[config.mk]
export PLATFORM = sky130hd
export DESIGN_NAME = vfc_crc16_step
export DESIGN_NICKNAME = d
export VERILOG_FILES = /design/src/rtl/vfc_pkg.sv /design/src/rtl/vfc_crc16_step.sv
export SDC_FILE = /design/constraint.sdc
export NUM_CORES = 1
export LEC_CHECK = 0
export CORE_AREA = 2 2 39 41
export DETAILED_ROUTE_END_ITERATION = 8
export DIE_AREA = 0 0 41 43
export GPL_ROUTABILITY_DRIVEN = 0
export GPL_TIMING_DRIVEN = 0
export PLACE_DENSITY_LB_ADDON = 0.12
export SLEW_MARGIN = 20
export SYNTH_ARGS = -nofsm -noshare
export SYNTH_HDL_FRONTEND = slang
export SYNTH_SLANG_ARGS = --single-unit
[constraint.sdc]
create_clock -name vclk -period 1.7
set_input_delay 0.425 -clock vclk [all_inputs]
set_output_delay 0.425 -clock vclk [all_outputs]
set_load 0.05 [all_outputs]
[src/rtl/vfc_pkg.sv]
// Shared definitions for the video frame checker: FSM encoding, register
// map, CRC constants and field widths.
package vfc_pkg;

  typedef enum logic [1:0] {
    ST_IDLE    = 2'd0,
    ST_WAIT_VS = 2'd1,
    ST_CAPTURE = 2'd2,
    ST_DONE    = 2'd3
  } vfc_state_t;

  localparam logic [5:0] ADDR_CTRL   = 6'h00;
  localparam logic [5:0] ADDR_STATUS = 6'h04;
  localparam logic [5:0] ADDR_CRC    = 6'h08;
  localparam logic [5:0] ADDR_PIXCNT = 6'h0C;
  localparam logic [5:0] ADDR_TIMING = 6'h10;
  localparam logic [5:0] ADDR_EXPECT = 6'h14;

  localparam logic [15:0] CRC_POLY = 16'h1021;
  localparam logic [15:0] CRC_INIT = 16'hFFFF;

  localparam int HCNT_W = 12;
  localparam int LINE_W = 11;
  localparam int PIX_W  = 20;
  localparam int RGB_W  = 6;

  localparam logic [HCNT_W-1:0] HCNT_MAX = '1;
  localparam logic [PIX_W-1:0]  PIX_MAX  = '1;

endpackage

[src/rtl/vfc_crc16_step.sv]
// One pixel worth of CRC-16-CCITT: shifts six rgb bits in, bit 5 first.
module vfc_crc16_step
  import vfc_pkg::*;
(
  input  logic [15:0]      crc_in,
  input  logic [RGB_W-1:0] data6,
  output logic [15:0]      crc_out
);

  // Bit-serial CRC unrolled over the six pixel bits, MSB first.
  always_comb begin
    crc_out = crc_in;
    for (int i = RGB_W - 1; i >= 0; i--) begin
      if (crc_out[15] ^ data6[i]) crc_out = {crc_out[14:0], 1'b0} ^ CRC_POLY;
      else                        crc_out = {crc_out[14:0], 1'b0};
    end
  end

endmodule

==> metrics.txt, run 1 <==
Final Critical Period=1.83 ns; final std cells w/o fill=90; Worst path slowest cell=xor3_2; power density over the cells=751 mW/mm2; Antenna Nets Post-Route=0; number of fillers in the final layout=113; nature of the critical path endpoint=output port; most common library cells after synthesis=xnor2_1, inv_1, xnor2_2, xor2_1, xor3_4; Synth Cell Area=258 um2; synth warn=0; Port Buf Inserts=37; via/cell ratio=3.69; nets=98; Routed WL=756 um; hold-fix buffer count after cts=0; Tcrit/Tclk final=108%; Overall Power=0.685 mW; Die Wd=41 um; Die Y=43 um; largest net degree at the start of global routing=6; Yosys top cell by area=xnor2_1; final count of pins violating max slew=0; status=complete, but fails checks; register area=0 um2; Distinct cells, synth=8; Hold Path Class=in2out; clock buffers=0; Synth Area in XOR/XNOR=92.7%; Setup Viol. Count Final=4; post-DP HPWL=584 um; Most common cell on crit path=buf_8; worst relative slew slack=67.9%; Synth Area in Simple Gates=0%; WP buf/inv=3; initial antenna violation count=0; arrival time of the worst setup path=1.40 ns; Max Cap Violations=0; vias in the first global route=306; Final Worst Setup Slack=-0.130 ns; Leakage=0.466 nW; Remaining Overflow, GRT=0; unrepaired setup endpoints after global routing=true; synth top area cells=xnor2_1, xor3_4, xnor2_2; combinational family with the most area after synthesis=XOR/XNOR gates; Mean Syn Cell Area=11.7 um2; CP Max Fanout=2; Peak VDD IR=0.000334 V; Die ar.=0.00176 mm2; FFs & Latches=0; drt drc=0; failing checks=setup timing; Inserted Diodes=0; most frequent cell after synthesis=xnor2_1; Slew @ Worst Pin=0.484 ns; share of cells above drive strength 1=79.7%; core area=0.00138 mm2; Post-Synth Adder-Cell Area=0%; initial core utilization=18.6%; max incr delay on CP=0.43 ns; placed cells=75; mux cell area share after synthesis=0%; Final Hold Viols=0; drt pass-1 iters=4; Synth Area in Compound Gates=0%; share of the synthesized area in the top cell type=34.0%; GRT Overall Usage=8.68%; post-synthesis instance total=22; # IOs=38; crit start category=input pin; DR WL/cell=8.40 um; Setup CP Type=in2out; Post-Route Setup TNS=-0.446 ns; Util after Layout=65.9%; required time of the critical path=1.27 ns; part of the Yosys area used for sequential elements=0%; first-pass GRT wire length=1140 um; total number of vias=332; DR iter-0 viols=6; crit-path cells=buf_8 -> xnor2_4 -> buf_6 -> xor3_2 -> buf_8; Max Clock Freq=547 MHz; row cnt=14; Top Family by Delay on Critical Path=XOR/XNOR gates; area grow syn2layout=254%; synthesized netlist net count=44
-- power breakdown --
part | internal [mW] | switching, mW
combinational | 0.331 | 0.354
sequential | 0 | 0
clock | 0 | 0
total | 0.331 | 0.354
-- layer usage --
layer  global-route usage [%]  vias to the layer above  wire [um]
met5                        0                        -          0
met4                        0                        0          0
met3                        0                        0         79
met2                     17.8                       20        483
met1                     9.48                      143        193
li1                         -                      169          -
-- logic make-up after synthesis --
kind of cell,after synthesis
xor+xnor,18
buf+inv,4
-- stage by stage --
| stage | setup slack (ns) | instance area [um2] | hold slack [ns] |
|---|---|---|---|
| 6_report | -0.130 | 912 | 1.32 |
| 5_1_grt | -0.176 | 912 | 1.35 |
| 4_1_cts | -0.192 | 868 | 1.33 |
| 3_5_place_dp | -1.21 | 726 | 1.64 |
| 3_3_place_gp | -1.20 | 726 | 1.64 |
| 2_1_floorplan | -0.147 | 335 | 1.02 |
-- worst paths after layout --
check | to | slack, ns | cells past startpoint | start
worst max-delay path | crc_out[12] | -0.13 | 5 | crc_in[10]
worst min-delay path | crc_out[10] | 1.32 | 4 | data6[5]
-- placed cells by master, fill, tap and decap left out, types with 3 or more instances in the layout --
cell / instances
inv_1: 3
xnor2_2: 8
clkdlybuf4s50_1: 6
clkbuf_2: 3
xnor2_4: 3
buf_6: 16
dlygate4sd2_1: 4
buf_8: 6
buf_4: 14
-- layout make-up --
class / count / area, um2 / area share, %
tap: 16 / 20.0 / 2.19
inverter: 3 / 11.3 / 1.23
buffer: 1 / 7.51 / 0.823
multi-input combinational: 18 / 358 / 39.2
timing repair buffer: 52 / 515 / 56.5
-- timing repair --
item	in CTS	in global routing
setup endpoints to repair	16	11
pin swaps	13	10
buffers inserted	15	1
gates resized for setup	151	16
cloned	0	0
Power figures use the tool's default switching activity.
==> inputs of run 2 (changes only) <==
Settings changed: SLEW_MARGIN 20 to default.
Clock period 1.7 ns to 1.8 ns, I/O delays scaled along.
==> metrics.txt, run 2 (same netlist as run 1, synthesis figures left out) <==
routing usage on met1=8.94%; Die Wd=41 um; clock buffers=0; # IOs=38; DR iter-0 viols=2; largest net degree at the start of global routing=6; Port Buf Inserts=37; CP Max Fanout=5; Max Cap Violations=0; GRT Overall Usage=9.22%; nature of the critical path endpoint=output port; final count of pins violating max slew=0; power density over the cells=704 mW/mm2; area grow syn2layout=247%; total number of vias=334; FFs & Latches=0; unrepaired setup endpoints after global routing=true; vias in the first global route=308; share of cells above drive strength 1=73.2%; Final Hold Viols=0; Die Y=43 um; most common cell after layout, fill and taps aside=buf_6; Setup CP Type=in2out; Tcrit/Tclk final=103%; hold depth=4; register area=0 um2; status=complete, but fails checks; routing usage on met3=2.09%; final std cells w/o fill=87; Remaining Overflow, GRT=0; Final Critical Period=1.86 ns; Max Clock Freq=538 MHz; DR WL/cell=10.0 um; Setup Viol. Count Final=3; Slew @ Worst Pin=0.490 ns; Top Usage Layer GRT=met2; worst relative slew slack=67.3%; Die ar.=0.00176 mm2; Antenna Nets Post-Route=0; Routed WL=874 um; most frequent cells in the layout=buf_6, buf_4, xnor2_2, clkdlybuf4s50_1, buf_8; first-pass GRT wire length=1170 um; crit start category=input pin; required time of the critical path=1.35 ns; placed cells=75; Hold Path Class=in2out; core area=0.00138 mm2; Peak VDD IR=0.000419 V; hold slack=1.39 ns; Inserted Diodes=0; worst setup path startpoint=data6[5]; row cnt=14; Leakage=0.466 nW; met2 Use GR=18.8%; failing checks=setup timing; Overall Power=0.630 mW; Setup crit end=crc_out[13]; arrival time of the worst setup path=1.41 ns; initial core utilization=18.6%; drt pass-1 iters=3; drt drc=0; via/cell ratio=3.84; initial antenna violation count=0; nets=95; Final Worst Setup Slack=-0.0599 ns
[run 2: power by group]
| group | switching [mW] | total, mW | internal [mW] |
|---|---|---|---|
| clock | 0 | 0 | 0 |
| combinational | 0.334 | 0.630 | 0.295 |
| sequential | 0 | 0 | 0 |
| total | 0.334 | 0.630 | 0.295 |
[run 2: worst max-delay path: stages]
cell,delay [ns]
buf_8,0.10
xnor2_4,0.24
xor3_4,0.44
buf_8,0.17
[run 2: how the worst min path moves through the flow]
stage                     slack [ns]        from          end
after floorplan                 1.07   crc_in[5]  crc_out[11]
after global placement          1.69   crc_in[5]  crc_out[11]
after detailed placement        1.69   crc_in[5]  crc_out[11]
after CTS                       1.41  crc_in[15]  crc_out[10]
after global routing            1.42    data6[5]  crc_out[10]
final                           1.39  crc_in[15]  crc_out[10]
[run 2: what timing repair did]
action	4_1_cts	5_1_grt
hold buffers	0	0
endpoints found under the setup margin	15	7
resized for setup	147	12
pin swaps	11	7
buffers inserted	10	2
[run 2: cell type report]
class / count / area (um2)
buffer: 1 / 7.51
timing repair buffer: 49 / 499
inverter: 3 / 11.3
multi-input combinational: 18 / 357
fill: 129 / 489
tap: 16 / 20.0
[run 2: metal layers]
layer / vias to the layer above / wire, um / share of wire, %
met1: 149 / 198 / 23
met2: 23 / 554 / 63
li1: 162 / - / -
met5: - / 0 / 0
met4: 0 / 0 / 0
met3: 0 / 122 / 14
[run 2: per-stage QoR]
step	utilization (%)	setup slack [ns]	area, um2	setup TNS (ns)
detailed placement	50.7	-1.16	702	-14.33
global placement	50.7	-1.15	702	-14.18
floorplan	-	-0.148	312	-0.334
global route	64.6	-0.0836	895	-0.256
finish	64.6	-0.0599	895	-0.141
CTS	60.4	-0.140	836	-0.285
